[src/rtl/rsa_pkg.sv]
// Shared types and constants for the RSA modular exponentiation engine.
package rsa_pkg;

  localparam int RSA_WIDTH_DEFAULT = 16;

  typedef enum logic [2:0] {
    RSA_IDLE = 3'd0,
    RSA_LOAD = 3'd1,
    RSA_SQR  = 3'd2,
    RSA_MUL  = 3'd3,
    RSA_DONE = 3'd4
  } rsa_modexp_state_t;

  // Cycles taken by one serial modular multiply: one load cycle plus one per operand bit.
  function automatic int rsa_mul_cycles(input int width);
    return width + 1;
  endfunction

endpackage

[src/rtl/rsa_modexp_engine_if.sv]
// Request/response bundle between the key source and the modexp engine.
interface rsa_modexp_engine_if #(
  parameter int WIDTH = rsa_pkg::RSA_WIDTH_DEFAULT
);
  logic             start;
  logic             mode;
  logic [WIDTH-1:0] msg;
  logic [WIDTH-1:0] pub_exp;
  logic [WIDTH-1:0] priv_exp;
  logic [WIDTH-1:0] modulus;
  logic [WIDTH-1:0] result;
  logic             busy;
  logic             done;
  logic             err;

  modport master (
    output start, mode, msg, pub_exp, priv_exp, modulus,
    input  result, busy, done, err
  );

  modport slave (
    input  start, mode, msg, pub_exp, priv_exp, modulus,
    output result, busy, done, err
  );
endinterface

[src/rtl/rsa_modmul_serial.sv]
// Bit-serial modular multiplier p = a*b mod n, MSB first, exactly WIDTH+1 cycles per product.
module rsa_modmul_serial #(
  parameter int WIDTH = 16
) (
  input  logic             clk,
  input  logic             rst_n,
  input  logic             go,
  input  logic [WIDTH-1:0] a,
  input  logic [WIDTH-1:0] b,
  input  logic [WIDTH-1:0] n,
  output logic [WIDTH-1:0] p,
  output logic             rdy
);
  localparam int IW = $clog2(WIDTH);
  localparam int PW = WIDTH + 2;

  logic             busy_q, busy_d;
  logic [IW-1:0]    cnt_q, cnt_d;
  logic [WIDTH-1:0] a_q, a_d, b_q, b_d, n_q, n_d, p_q, p_d;
  logic [PW-1:0]    n_ext, step, s1;
  logic [WIDTH-1:0] s2;

  // With p < n and a < n the doubled sum stays below 3n, so two conditional subtracts reduce it.
  always_comb begin
    n_ext = {2'b00, n_q};
    step  = {1'b0, p_q, 1'b0} + (b_q[cnt_q] ? {2'b00, a_q} : {PW{1'b0}});
    s1    = (step >= n_ext) ? step - n_ext : step;
    s2    = (s1 >= n_ext) ? WIDTH'(s1 - n_ext) : WIDTH'(s1);
  end

  always_comb begin
    busy_d = busy_q;
    cnt_d  = cnt_q;
    a_d    = a_q;
    b_d    = b_q;
    n_d    = n_q;
    p_d    = p_q;
    if (busy_q) begin
      p_d   = s2;
      cnt_d = cnt_q - 1'b1;
      if (cnt_q == '0) busy_d = 1'b0;
    end else if (go) begin
      busy_d = 1'b1;
      cnt_d  = IW'(WIDTH - 1);
      a_d    = a;
      b_d    = b;
      n_d    = n;
      p_d    = '0;
    end
  end

  always_ff @(posedge clk) begin
    if (!rst_n) begin
      busy_q <= 1'b0;
      cnt_q  <= '0;
      a_q    <= '0;
      b_q    <= '0;
      n_q    <= '0;
      p_q    <= '0;
    end else begin
      busy_q <= busy_d;
      cnt_q  <= cnt_d;
      a_q    <= a_d;
      b_q    <= b_d;
      n_q    <= n_d;
      p_q    <= p_d;
    end
  end

  assign rdy = busy_q && (cnt_q == '0);
  assign p   = s2;
endmodule

[src/rtl/rsa_modexp_engine.sv]
// Left-to-right square-and-multiply modexp engine (msg^exp mod n) with range check.
// RSA_MODEXP_EARLY_EXIT_EN starts the scan at the highest set exponent bit instead of bit WIDTH-1.
module rsa_modexp_engine
  import rsa_pkg::*;
#(
  parameter int WIDTH = RSA_WIDTH_DEFAULT
) (
  input  logic               clk,
  input  logic               rst_n,
  rsa_modexp_engine_if.slave bus
);
  localparam int IW = $clog2(WIDTH);

  localparam logic [2:0] ST_IDLE = 3'(RSA_IDLE);
  localparam logic [2:0] ST_LOAD = 3'(RSA_LOAD);
  localparam logic [2:0] ST_SQR  = 3'(RSA_SQR);
  localparam logic [2:0] ST_MUL  = 3'(RSA_MUL);
  localparam logic [2:0] ST_DONE = 3'(RSA_DONE);

  logic [2:0]       state_q, state_d;
  logic [WIDTH-1:0] msg_q, msg_d, n_q, n_d, exp_q, exp_d, acc_q, acc_d;
  logic [WIDTH-1:0] result_q, result_d;
  logic [IW-1:0]    idx_q, idx_d;
  logic             mul_active_q, mul_active_d;
  logic             err_pend_q, err_pend_d;
  logic             err_q, err_d, done_q, done_d, busy_q, busy_d;

  logic             mul_go, mul_rdy;
  logic [WIDTH-1:0] mul_a, mul_p;

`ifdef RSA_MODEXP_EARLY_EXIT_EN
  logic [IW-1:0] msb_idx;
  always_comb begin
    msb_idx = '0;
    for (int i = 0; i < WIDTH; i++) begin
      if (exp_q[i]) msb_idx = IW'(i);
    end
  end
`endif

  assign mul_a = (state_q == ST_MUL) ? msg_q : acc_q;

  rsa_modmul_serial #(.WIDTH(WIDTH)) u_modmul (
    .clk   (clk),
    .rst_n (rst_n),
    .go    (mul_go),
    .a     (mul_a),
    .b     (acc_q),
    .n     (n_q),
    .p     (mul_p),
    .rdy   (mul_rdy)
  );

  always_comb begin
    state_d      = state_q;
    msg_d        = msg_q;
    n_d          = n_q;
    exp_d        = exp_q;
    acc_d        = acc_q;
    idx_d        = idx_q;
    mul_active_d = mul_active_q;
    err_pend_d   = err_pend_q;
    result_d     = result_q;
    err_d        = err_q;
    busy_d       = busy_q;
    done_d       = 1'b0;
    mul_go       = 1'b0;
    case (state_q)
      ST_IDLE: begin
        if (bus.start) begin
          msg_d   = bus.msg;
          n_d     = bus.modulus;
          exp_d   = bus.mode ? bus.priv_exp : bus.pub_exp;
          busy_d  = 1'b1;
          state_d = ST_LOAD;
        end
      end
      ST_LOAD: begin
        if ((n_q < WIDTH'(2)) || (msg_q >= n_q)) begin
          acc_d      = '0;
          err_pend_d = 1'b1;
          state_d    = ST_DONE;
        end else begin
          acc_d      = WIDTH'(1);
          err_pend_d = 1'b0;
`ifdef RSA_MODEXP_EARLY_EXIT_EN
          // The leading square would only square acc=1, so go straight to the multiply.
          if (exp_q == '0) begin
            state_d = ST_DONE;
          end else begin
            idx_d   = msb_idx;
            state_d = ST_MUL;
          end
`else
          idx_d   = IW'(WIDTH - 1);
          state_d = ST_SQR;
`endif
        end
      end
      ST_SQR, ST_MUL: begin
        if (!mul_active_q) begin
          mul_go       = 1'b1;
          mul_active_d = 1'b1;
        end else if (mul_rdy) begin
          mul_active_d = 1'b0;
          acc_d        = mul_p;
          if ((state_q == ST_SQR) && exp_q[idx_q]) begin
            state_d = ST_MUL;
          end else if (idx_q == '0) begin
            state_d = ST_DONE;
          end else begin
            idx_d   = idx_q - 1'b1;
            state_d = ST_SQR;
          end
        end
      end
      ST_DONE: begin
        result_d = acc_q;
        err_d    = err_pend_q;
        done_d   = 1'b1;
        busy_d   = 1'b0;
        state_d  = ST_IDLE;
      end
      default: state_d = ST_IDLE;
    endcase
  end

  always_ff @(posedge clk) begin
    if (!rst_n) begin
      state_q      <= ST_IDLE;
      msg_q        <= '0;
      n_q          <= '0;
      exp_q        <= '0;
      acc_q        <= '0;
      idx_q        <= '0;
      mul_active_q <= 1'b0;
      err_pend_q   <= 1'b0;
      result_q     <= '0;
      err_q        <= 1'b0;
      done_q       <= 1'b0;
      busy_q       <= 1'b0;
    end else begin
      state_q      <= state_d;
      msg_q        <= msg_d;
      n_q          <= n_d;
      exp_q        <= exp_d;
      acc_q        <= acc_d;
      idx_q        <= idx_d;
      mul_active_q <= mul_active_d;
      err_pend_q   <= err_pend_d;
      result_q     <= result_d;
      err_q        <= err_d;
      done_q       <= done_d;
      busy_q       <= busy_d;
    end
  end

  assign bus.result = result_q;
  assign bus.err    = err_q;
  assign bus.done   = done_q;
  assign bus.busy   = busy_q;
endmodule

[src/flat_wrapper.sv]
// flat-port wrapper written by rule: the top's interface ports become plain ports
module rsa_modexp_engine_flat import rsa_pkg::*;
#(
  parameter int WIDTH = RSA_WIDTH_DEFAULT
)
  (clk, rst_n, bus_start, bus_mode, bus_msg, bus_pub_exp, bus_priv_exp, bus_modulus, bus_result, bus_busy, bus_done, bus_err);
  rsa_modexp_engine_if #(.WIDTH(WIDTH)) bus_i ();
  input  logic clk;
  input  logic rst_n;
  input wire logic [$bits(bus_i.start)-1:0] bus_start;
  input wire logic [$bits(bus_i.mode)-1:0] bus_mode;
  input wire logic [$bits(bus_i.msg)-1:0] bus_msg;
  input wire logic [$bits(bus_i.pub_exp)-1:0] bus_pub_exp;
  input wire logic [$bits(bus_i.priv_exp)-1:0] bus_priv_exp;
  input wire logic [$bits(bus_i.modulus)-1:0] bus_modulus;
  output wire logic [$bits(bus_i.result)-1:0] bus_result;
  output wire logic [$bits(bus_i.busy)-1:0] bus_busy;
  output wire logic [$bits(bus_i.done)-1:0] bus_done;
  output wire logic [$bits(bus_i.err)-1:0] bus_err;
  assign bus_i.start = bus_start;
  assign bus_i.mode = bus_mode;
  assign bus_i.msg = bus_msg;
  assign bus_i.pub_exp = bus_pub_exp;
  assign bus_i.priv_exp = bus_priv_exp;
  assign bus_i.modulus = bus_modulus;
  assign bus_result = bus_i.result;
  assign bus_busy = bus_i.busy;
  assign bus_done = bus_i.done;
  assign bus_err = bus_i.err;
  rsa_modexp_engine #(.WIDTH(WIDTH)) u_core (.clk(clk), .rst_n(rst_n), .bus(bus_i));
endmodule
[config.mk]
export PLATFORM = sky130hd
export DESIGN_NAME = rsa_modexp_engine_flat
export DESIGN_NICKNAME = d
export VERILOG_FILES = /design/src/rtl/rsa_pkg.sv /design/src/rtl/rsa_modexp_engine_if.sv /design/src/rtl/rsa_modmul_serial.sv /design/src/rtl/rsa_modexp_engine.sv /design/src/flat_wrapper.sv
export SDC_FILE = /design/constraint.sdc
export NUM_CORES = 1
export LEC_CHECK = 0
export ABC_CLOCK_PERIOD_IN_PS = 19300
export CORE_AREA = 2 2 147 149
export CTS_BUF_LIST = sky130_fd_sc_hd__clkbuf_16
export DETAILED_ROUTE_END_ITERATION = 10
export DIE_AREA = 0 0 149 151
export GPL_ROUTABILITY_DRIVEN = 1
export PLACE_DENSITY = 0.62
export REMOVE_ABC_BUFFERS = 1
export SYNTH_ARGS = -nofsm -noshare
export SYNTH_HDL_FRONTEND = slang
export SYNTH_SLANG_ARGS = --single-unit
export TNS_END_PERCENT = 10
[constraint.sdc]
create_clock -name clk -period 19.3 [get_ports clk]
set_clock_uncertainty 0.1 [all_clocks]
set_input_delay 3.86 -clock clk [delete_from_list [all_inputs] [get_ports clk]]
set_output_delay 3.86 -clock clk [all_outputs]
set_load 0.01 [all_outputs]
Word level (Yosys, flattened, before mapping)
Index checks and enable logic that the tools add are counted.
- flip-flop bits (word level): 161
- bits of input ports: 68
- output and inout bits: 19
- word-level logic and storage cells: 97
- add/subtract/negate cells: 5
- magnitude comparators: 6
- equal/unequal tests: 10
- muxes and demuxes: 41
- bitwise logic cells: 1
- reduce and logical (&&, ||, !) cells: 16
- operators with widths (cell ; number):
    16-bit two-way mux ; 8
    18-bit by 16-bit greater-or-equal comparator with 1-bit output ; 2
    16-bit one-hot mux with 2 select lines ; 1
    4-bit two-way mux ; 7
    17-bit by 16-bit adder with 18-bit output ; 1
    18-bit two-way mux ; 1
    3-bit two-way mux ; 6
    18-bit by 16-bit subtractor with 18-bit output ; 1
    16-bit greater-or-equal comparator ; 1
    16-bit by 2-bit less-than comparator with 1-bit output (second input constant) ; 1
    16-bit subtractor ; 1
    1-bit two-way mux ; 13
    4-bit by 5-bit less-than comparator with 1-bit output (second input constant) ; 2
    3-bit one-hot mux with 3 select lines ; 1
    1-bit binary-select mux with 4-bit select ; 2
    4-bit logical NOT ; 2
    2-bit != test (second input constant) ; 4
    4-bit one-hot mux with 2 select lines ; 1
    4-bit by 1-bit subtractor with 4-bit output (second input constant) ; 2
    3-bit by 2-bit == test with 1-bit output (second input constant) ; 2
    2-bit AND reduction ; 3
    3-bit AND reduction ; 2
    6-bit AND reduction ; 1
    2-bit nonzero test ; 3
    other kinds (9) ; 11

Logic depth before layout (Yosys ltp)
Gate-level depths: netlist of run 1.
- depth after elaboration: 11
- gate-level depth with buffers: 33
- mapped depth without buffers: 30

Modules after synthesis
From an unflattened synthesis of run 1, not the netlist that was laid out.
- cell total of the unflattened synthesis: 1175
- area, all modules: 9952.0 µm²
- modules (own cells, without submodules) (module ; instances ; cells an instance ; area an instance (µm²)):
    rsa_modmul_serial ; 1 ; 665 ; 5405.2
    rsa_modexp_engine ; 1 ; 510 ; 4546.9

Worst setup path after synthesis of run 1
Ideal clock, no wire load.
- path type: reg2reg
- start point: reg u_core.u_modmul.cnt_q[0]
- end point: reg u_core.acc_q[12]
- library setup time: 120 ps
- arrival: 7644 ps
- data required time: 19080 ps
- setup slack: 11436 ps
- stages on the path, launching flop included: 34
- period minus slack after synthesis: 7864 ps
- cell sequence: dfxtp_1 > clkbuf_1 > mux4_2 > mux4_2 > and2_1 > ha_1 > fa_1 > a21oi_1 > o211ai_1 > a31oi_1 > o21bai_1 > a21oi_1 > xor2_1 > inv_1 > ha_1 > a21o_1 > a21o_1 > a21boi_0 > o221a_2 > nand3_2 > buf_4 > mux2_2 > ha_1 > fa_1 > nand2b_1 > a21oi_1 > o21a_1 > o211ai_1 > o21ai_0 > inv_1 > and4_1 > buf_2 > and2_1 > a211o_1
- cells in the longest elaborated chain, start to end: 11
- elaborated cells between the ends (all ways): 17
- ends and longest elaborated chain (element ; line ; RTL):
    from (decl) ; rsa_modmul_serial.sv:18 ; logic [IW-1:0] cnt_q, cnt_d;
    from (signal assigned) ; rsa_modmul_serial.sv:62 ; cnt_q <= cnt_d;
    1-bit binary-select mux with 4-bit select ; rsa_modmul_serial.sv:26 ; step = {1'b0, p_q, 1'b0} + (b_q[cnt_q] ? {2'b00, a_q} : {PW{1'b0}});
    1-bit two-way mux (implied by the code) ; rsa_modmul_serial.sv:26 ;
    16-bit two-way mux ; rsa_modmul_serial.sv:26 ;
    17-bit by 16-bit adder with 18-bit output ; rsa_modmul_serial.sv:26 ;
    18-bit by 16-bit subtractor with 18-bit output / 18-bit by 16-bit greater-or-equal comparator with 1-bit output (equally long branches) ; rsa_modmul_serial.sv:27 ; s1 = (step >= n_ext) ? step - n_ext : step;
    18-bit two-way mux ; rsa_modmul_serial.sv:27 ;
    16-bit subtractor / 18-bit by 16-bit greater-or-equal comparator with 1-bit output (equally long branches) ; rsa_modmul_serial.sv:28 ; s2 = (s1 >= n_ext) ? WIDTH'(s1 - n_ext) : WIDTH'(s1);
    16-bit two-way mux ; rsa_modmul_serial.sv:28 ;
    16-bit two-way mux ; rsa_modexp_engine.sv:104 ; end else if (mul_rdy) begin
    16-bit two-way mux ; rsa_modexp_engine.sv:101 ; if (!mul_active_q) begin
    16-bit one-hot mux with 2 select lines ; rsa_modexp_engine.sv:68 ; case (state_q)
    to (signal assigned) ; rsa_modexp_engine.sv:134 ; acc_q <= '0;
    to (signal assigned) ; rsa_modexp_engine.sv:147 ; acc_q <= acc_d;
    to (decl) ; rsa_modexp_engine.sv:21 ; logic [WIDTH-1:0] msg_q, msg_d, n_q, n_d, exp_q, exp_d, acc_q, acc_d;
Several ways; a longest one is shown, not always the timed one. The select of a mux whose other input is x is not followed.
A chain may end at the register's enable or synchronous reset.

Worst setup path in the final report of run 1
- start point: reg u_core.u_modmul.cnt_q[0]
- end point: reg u_core.u_modmul.p_q[1]
- cells in the longest elaborated chain, start to end: 9
- elaborated cells between the ends (all ways): 11
- ends and longest elaborated chain (element ; line ; RTL):
    1-bit binary-select mux with 4-bit select * ; rsa_modmul_serial.sv:26 ;
    1-bit two-way mux (implied by the code) * ; rsa_modmul_serial.sv:26 ;
    16-bit two-way mux * ; rsa_modmul_serial.sv:26 ;
    17-bit by 16-bit adder with 18-bit output * ; rsa_modmul_serial.sv:26 ;
    18-bit by 16-bit subtractor with 18-bit output / 18-bit by 16-bit greater-or-equal comparator with 1-bit output (equally long branches) ; rsa_modmul_serial.sv:27 ;
    18-bit two-way mux * ; rsa_modmul_serial.sv:27 ;
    16-bit subtractor / 18-bit by 16-bit greater-or-equal comparator with 1-bit output (equally long branches) ; rsa_modmul_serial.sv:28 ;
    16-bit two-way mux * ; rsa_modmul_serial.sv:28 ;
    16-bit two-way mux * ; rsa_modmul_serial.sv:38 ; if (busy_q) begin
    to (signal assigned) ; rsa_modmul_serial.sv:66 ; p_q <= p_d;
    to (decl) ; rsa_modmul_serial.sv:19 ; logic [WIDTH-1:0] a_q, a_d, b_q, b_d, n_q, n_d, p_q, p_d;
Every way passes the cells marked *; elsewhere a longest branch is shown, timed or not. The select of a mux whose other input is x is not followed.

==> results.sh, run 1 <==
export IMPL_run_status="completed"
export IMPL_dp_final_hpwl_um=19210
export IMPL_drive_gt1_share_pct=7.034
export IMPL_placementRows=53
export IMPL_htree_num_levels=4
export IMPL_tritoncts_num_buffers=17
export IMPL_power_per_cell_area_nw_per_um2=121.8
export IMPL_setup_viol=0
export IMPL_grt_start_max_net_pins=93
export IMPL_slew_limit_headroom_pct=22.47
export IMPL_synthArstFlopShare_pct=0
export IMPL_gpl_final_weighted_congestion=0.9080
export IMPL_design_final_nets=1376
export IMPL_post_route_period_util_pct=47.46
export IMPL_floorplan_die_width_um=149
export IMPL_multi_input_area_sq_um=5928
export IMPL_yosys_warnings=0
export IMPL_tightestPinTransition_ns=1.159
export IMPL_antenna_diode_count=0
export IMPL_globalRouteTotalUtil_pct=22.78
export IMPL_nFillCells=2061
export IMPL_clock_root_buffer="sky130_fd_sc_hd__clkbuf_16"
export IMPL_ant_nets=0
export IMPL_timing_critical_path_to_type="flip-flop"
export IMPL_layout_commonest_cell="sky130_fd_sc_hd__nand2_1"
export IMPL_synth_top_flop_cell="sky130_fd_sc_hd__dfxtp_1"
export IMPL_cts_tree="built"
export IMPL_critical_path_startpoint_type="flip-flop"
export IMPL_coreArea_sq_um=20820
export IMPL_synth_avg_cell_area_sq_um=8.090
export IMPL_i_o_pin_total=87
export IMPL_setup_slack_ns=10.14
export IMPL_arrival_ns=9.41
export IMPL_synth_edff_count=0
export IMPL_post_synth_inst_count=1189
export IMPL_most_common_layout_cells="229 x sky130_fd_sc_hd__nand2_1, 161 x sky130_fd_sc_hd__dfxtp_1, 126 x sky130_fd_sc_hd__a21oi_1"
export IMPL_route_vias_total=8452
export IMPL_syn_area_sq_um=9619
export IMPL_fmax_ghz=0.1092
export IMPL_synth_sequential_area_ratio_pct=33.51
export IMPL_power_static_leakage_uw=0.004469
export IMPL_finalWorstPathRequiredPeriod_ns=9.159
export IMPL_routed_via_density=5.539
export IMPL_final_seq_area_sq_um=3223
export IMPL_criticalPathCategory="reg -> reg"
export IMPL_flop_and_latch_count_out_of_synthesis=161
export IMPL_grt_first_pass_wirelength_um=40660
export IMPL_cts_resized_gates=0
export IMPL_drt_drc_violations_left=0
export IMPL_ys_types=75
export IMPL_port_buffers=86
export IMPL_die_height_um=151
export IMPL_timing_critical_path_slowest_cell_delay_ns=0.74
export IMPL_grt_ovfl_total=0
export IMPL_dp_worst_setup_slack_ns=10.31
export IMPL_crit_path_max_fanout=16
export IMPL_final_hold_violation_count=0
export IMPL_setup_tns_final_ns=0
export IMPL_slowest_stage="sky130_fd_sc_hd__a31oi_2"
export IMPL_drt_wirelength_um=25140
export IMPL_average_wire_length_per_cell_after_detail_routing_um=16.48
export IMPL_ctsHoldBuffers=0
export IMPL_drt_iter0_markers=428
export IMPL_max_cap_viol_count=0
export IMPL_grt_pass1_vias=7845
export IMPL_postLayoutCoreUtil_pct=54.17
export IMPL_ir_drop_mv=0.09658
export IMPL_cts_sinks=161
export IMPL_number_of_antenna_violations_at_the_first_check_in_global_routing=0
export IMPL_design_die_area_sq_um=22500
export IMPL_clkLatencyLatePin_ns=0.43
export IMPL_syn_to_final_growth_pct=17.26
export IMPL_dr_pass1_iters=6
export IMPL_cts_repair_timing_setup_buffer_count=0
export IMPL_floorplan_initialDensity_pct=46.20
export IMPL_setup_repair_after_global_routing_missed_its_margin="false"
export IMPL_whs_ns=0.3465
export IMPL_clk_path_buf_depth=2
export IMPL_min_delay_path_class="reg -> reg"
export IMPL_worstPathRequired_ns=19.55
export IMPL_final_max_slew_viols=0
export IMPL_clk_pin_slew_ns=0.07
==> kinds of logic after synthesis <==
group / synth area share (%)
AO/OA/AOI/OAI: 21.94
XOR/XNOR: 3.278
buffers and inverters: 4.982
multiplexers: 6.361
flip-flops: 33.51
AND/OR/NAND/NOR: 20.59
adder cells (fa/ha/maj): 9.339
==> through the flow <==
| step | total power (uW) | instances | cell area (sq um) |
|---|---|---|---|
| 2_1_floorplan | 842.2 | 1127 | 9369 |
| 3_3_place_gp | 1002 | 1494 | 10630 |
| 3_5_place_dp | 1006 | 1494 | 10630 |
| 4_1_cts | 1373 | 1526 | 11280 |
| 5_1_grt | 1457 | 1526 | 11280 |
| 6_report | 1374 | 1526 | 11280 |
==> worst paths after layout <==
kind              depth (start not counted)  slack [ns]                                  start                                  end
hold / removal                            2        0.35    u_core.u_modmul.p_q[9]$_SDFFE_PN0P_  u_core.u_modmul.p_q[9]$_SDFFE_PN0P_
setup / recovery                         30       10.14  u_core.u_modmul.cnt_q[0]$_SDFFE_PN0P_  u_core.u_modmul.p_q[1]$_SDFFE_PN0P_
setup reg to reg                         30       10.14  u_core.u_modmul.cnt_q[0]$_SDFFE_PN0P_  u_core.u_modmul.p_q[1]$_SDFFE_PN0P_
hold reg to reg                           2        0.35    u_core.u_modmul.p_q[9]$_SDFFE_PN0P_  u_core.u_modmul.p_q[9]$_SDFFE_PN0P_
==> cell type report <==
class	count	area share [%]
well taps	275	3.050
clock inverters	15	1.974
repair buffers	92	8.031
flip-flops and latches	161	28.57
clock buffers	17	3.771
inverters	61	2.041
multi-input cells	905	52.56
==> cell usage after synthesis, drive strengths merged, types with 20 or more instances <==
cell type | count | share of area, %
a211oi | 27 | 2.2
a21o | 20 | 1.6
a21oi | 126 | 6.6
a311oi | 21 | 1.9
and2 | 25 | 1.6
clkbuf | 56 | 2.2
dfxtp | 161 | 34
ha | 67 | 8.7
inv | 61 | 2.4
mux2i | 27 | 2.8
nand2 | 229 | 8.9
nand3 | 26 | 1.4
nor2 | 80 | 3.3
o21ai | 29 | 1.5
xnor2 | 25 | 2.3
==> metal layers <==
layer	up-vias	wire (um)	GRT usage (%)
met2	213	11730	36.73
met4	0	492	7.048
met3	37	1312	4.608
li1	4306	-	-
met1	3896	11610	30.80
met5	-	0	0
==> state kept, by name (all words and copies together) (netlist names), 3 cells and up <==
signal                 flops
u_core.acc_q              16
u_core.bus.result         16
u_core.exp_q              16
u_core.idx_q               4
u_core.msg_q              16
u_core.n_q                16
u_core.state_q             3
u_core.u_modmul.a_q       16
u_core.u_modmul.b_q       16
u_core.u_modmul.cnt_q      4
u_core.u_modmul.n_q       16
u_core.u_modmul.p_q       16
==> critical path, delay by kind of cell (launching register included) <==
family | cells | cell delay, ns
multiplexers | 3 | 1.67
flip-flops | 1 | 0.53
AND/OR/NAND/NOR | 3 | 0.80
XOR/XNOR | 1 | 0.25
buffers and inverters | 2 | 0.24
adder cells (fa/ha/maj) | 5 | 1.59
AO/OA/AOI/OAI | 16 | 3.86
==> power by group <==
part | total (uW) | internal [uW] | switching, uW | leakage, uW
Combinational | 636 | 245 | 391 | 0.00285
Sequential | 374 | 352 | 21.3 | 0.00131
Clock | 365 | 211 | 154 | 0.000314
Total | 1370 | 808 | 566 | 0.00447
(Power assumes the default switching activity.)
==> run 2: changes to the inputs <==
--- a/config.mk
+++ b/config.mk
@@ -5,7 +5,7 @@
 export SDC_FILE = /design/constraint.sdc
 export NUM_CORES = 1
 export LEC_CHECK = 0
-export ABC_CLOCK_PERIOD_IN_PS = 19300
+export ABC_CLOCK_PERIOD_IN_PS = 8500
 export CORE_AREA = 2 2 147 149
 export CTS_BUF_LIST = sky130_fd_sc_hd__clkbuf_16
 export DETAILED_ROUTE_END_ITERATION = 10
==> constraint.sdc (replaced) <==
create_clock -name clk -period 8.5 [get_ports clk]
set_clock_uncertainty 0.1 [all_clocks]
set_input_delay 1.7 -clock clk [delete_from_list [all_inputs] [get_ports clk]]
set_output_delay 1.7 -clock clk [all_outputs]
set_load 0.01 [all_outputs]
==> run 2 against run 1 <==
Final cell count increased by 0.72%. Via count up 1.7%. Non-clock buffer count up 11. Worst hold slack improved by 0.0055 ns. Clock power up 95%. Utilization increased by 0.078 points. Sequential power rose by 130%. Combinational power up 140%. Global-route usage is 0.67 points higher. Count of clock-buffer cells in the layout unchanged.
==> results.sh, run 2 (synthesis gave the netlist of run 1 again) <==
export IMPL_dr_pass1_iters=7
export IMPL_buf_inv_on_cp=3
export IMPL_critical_path_startpoint_type="flip-flop"
export IMPL_ctsHoldBuffers=0
export IMPL_worstPathRequired_ns=8.71
export IMPL_tritoncts_num_buffers=17
export IMPL_ir_drop_mv=0.2393
export IMPL_final_max_slew_viols=0
export IMPL_cts_sinks=161
export IMPL_number_of_antenna_violations_at_the_first_check_in_global_routing=0
export IMPL_nFillCells=2034
export IMPL_grt_met1_usage_pct=31.46
export IMPL_clock_root_buffer="sky130_fd_sc_hd__clkbuf_16"
export IMPL_criticalPathCategory="reg -> reg"
export IMPL_floorplan_initialDensity_pct=46.20
export IMPL_ff2ff_setup_slack_ns=0.40
export IMPL_route_vias_total=8595
export IMPL_clk_path_buf_depth=2
export IMPL_routed_via_density=5.592
export IMPL_design_die_area_sq_um=22500
export IMPL_drt_iter0_markers=521
export IMPL_timing_critical_path_slowest_cell_delay_ns=0.59
export IMPL_average_wire_length_per_cell_after_detail_routing_um=17.12
export IMPL_power_static_leakage_uw=0.004485
export IMPL_grtUsageMet2_pct=38.20
export IMPL_tightestPinTransition_ns=1.220
export IMPL_max_cap_viol_count=0
export IMPL_coreArea_sq_um=20820
export IMPL_clk_pin_slew_ns=0.07
export IMPL_most_common_layout_cells="229 x sky130_fd_sc_hd__nand2_1, 160 x sky130_fd_sc_hd__dfxtp_1, 124 x sky130_fd_sc_hd__a21oi_1"
export IMPL_antenna_diode_count=0
export IMPL_power_per_cell_area_nw_per_um2=271.6
export IMPL_slowest_stage="sky130_fd_sc_hd__mux4_2"
export IMPL_design_final_nets=1388
export IMPL_i_o_pin_total=87
export IMPL_post_route_period_util_pct=95.34
export IMPL_dp_final_hpwl_um=19860
export IMPL_slew_limit_headroom_pct=18.66
export IMPL_design_power_total_uw=3068
export IMPL_grt_ovfl_total=0
export IMPL_timing_critical_path_to_type="flip-flop"
export IMPL_die_height_um=151
export IMPL_globalRouteTotalUtil_pct=23.45
export IMPL_fmax_ghz=0.1234
export IMPL_floorplan_die_width_um=149
export IMPL_min_delay_path_class="reg -> reg"
export IMPL_globalRoute_busiestLayer="met2"
export IMPL_grt_pass1_vias=7836
export IMPL_crit_path_max_fanout=12
export IMPL_finalWorstPathRequiredPeriod_ns=8.104
export IMPL_grt_start_max_net_pins=90
export IMPL_drt_drc_violations_left=0
export IMPL_grt_first_pass_wirelength_um=41500
export IMPL_drt_wirelength_um=26310
export IMPL_clkLatencyLatePin_ns=0.43
export IMPL_cts_tree="built"
export IMPL_crit_family="compound AO/OA/AOI/OAI gates"
export IMPL_final_hold_violation_count=0
export IMPL_htree_num_levels=4
export IMPL_ant_nets=0
export IMPL_whs_ns=0.3520
export IMPL_drive_gt1_share_pct=8.003
export IMPL_gpl_final_weighted_congestion=0.9236
export IMPL_run_status="completed"
export IMPL_layout_commonest_cell="sky130_fd_sc_hd__nand2_1"
export IMPL_arrival_ns=8.32
export IMPL_met3_usage_pct=4.669
export IMPL_path_common_cell="sky130_fd_sc_hd__ha_1"
export IMPL_port_buffers=86
export IMPL_placementRows=53
export IMPL_syn_to_final_growth_pct=17.43
export IMPL_setup_viol=0
[run 2: worst paths after layout]
check	end	startpoint	depth (start not counted)
worst min-delay path	u_core.u_modmul.p_q[12]$_SDFFE_PN0P_	u_core.u_modmul.p_q[12]$_SDFFE_PN0P_	2
worst max register to register	u_core.acc_q[15]$_SDFFE_PN0P_	u_core.u_modmul.cnt_q[0]$_SDFFE_PN0P_	31
worst min register to register	u_core.u_modmul.p_q[12]$_SDFFE_PN0P_	u_core.u_modmul.p_q[12]$_SDFFE_PN0P_	2
worst max-delay path	u_core.acc_q[15]$_SDFFE_PN0P_	u_core.u_modmul.cnt_q[0]$_SDFFE_PN0P_	31
[run 2: power by group]
part | internal, uW | switching, uW
logic | 600 | 906
clock network | 377 | 335
registers | 800 | 49.2
[run 2: metrics by stage]
stage / TNS (ns) / setup slack, ns / util, % / cells / area (sq um)
3_3_place_gp: 0 / 0.4033 / 51.35 / 1502 / 10690
3_5_place_dp: 0 / 0.2060 / 51.35 / 1502 / 10690
4_1_cts: 0 / 0.1563 / 53.93 / 1533 / 11230
6_report: 0 / 0.3962 / 54.25 / 1537 / 11300
5_1_grt: -0.1387 / -0.04204 / 54.25 / 1537 / 11300
2_1_floorplan: 0 / 0.7066 / - / 1127 / 9369
[run 2: area by class of cell]
cell class                 instances  area, sq um  share of cell area [%]
tap                              275        344.1                   3.046
sequential                       161         3224                   28.54
timing repair buffer             103        988.4                   8.751
clock buffer                      17        425.4                   3.766
clock inverter                    14        112.6                  0.9969
inverter                          61        230.2                   2.038
multi-input combinational        906         5971                   52.86
[run 2: tightest hold or removal path, cell delays in order (launching register included)]
cell and delay, ns:
sky130_fd_sc_hd__dfxtp_1 0.32, sky130_fd_sc_hd__nand2_1 0.05, sky130_fd_sc_hd__nand2_1 0.04
[run 2: what timing repair did]
| action | in CTS | in global routing |
|---|---|---|
| setup endpoints to repair | 0 | 32 |
| buffers inserted | 0 | 3 |
| resized for setup | 0 | 7 |
[run 2: layer usage]
layer	share of wire, %	vias up	routed length (um)
li1	-	4328	-
met1	46	4020	11990
met2	47	224	12440
met3	5.7	23	1491
met4	1.5	0	395
met5	0	-	0
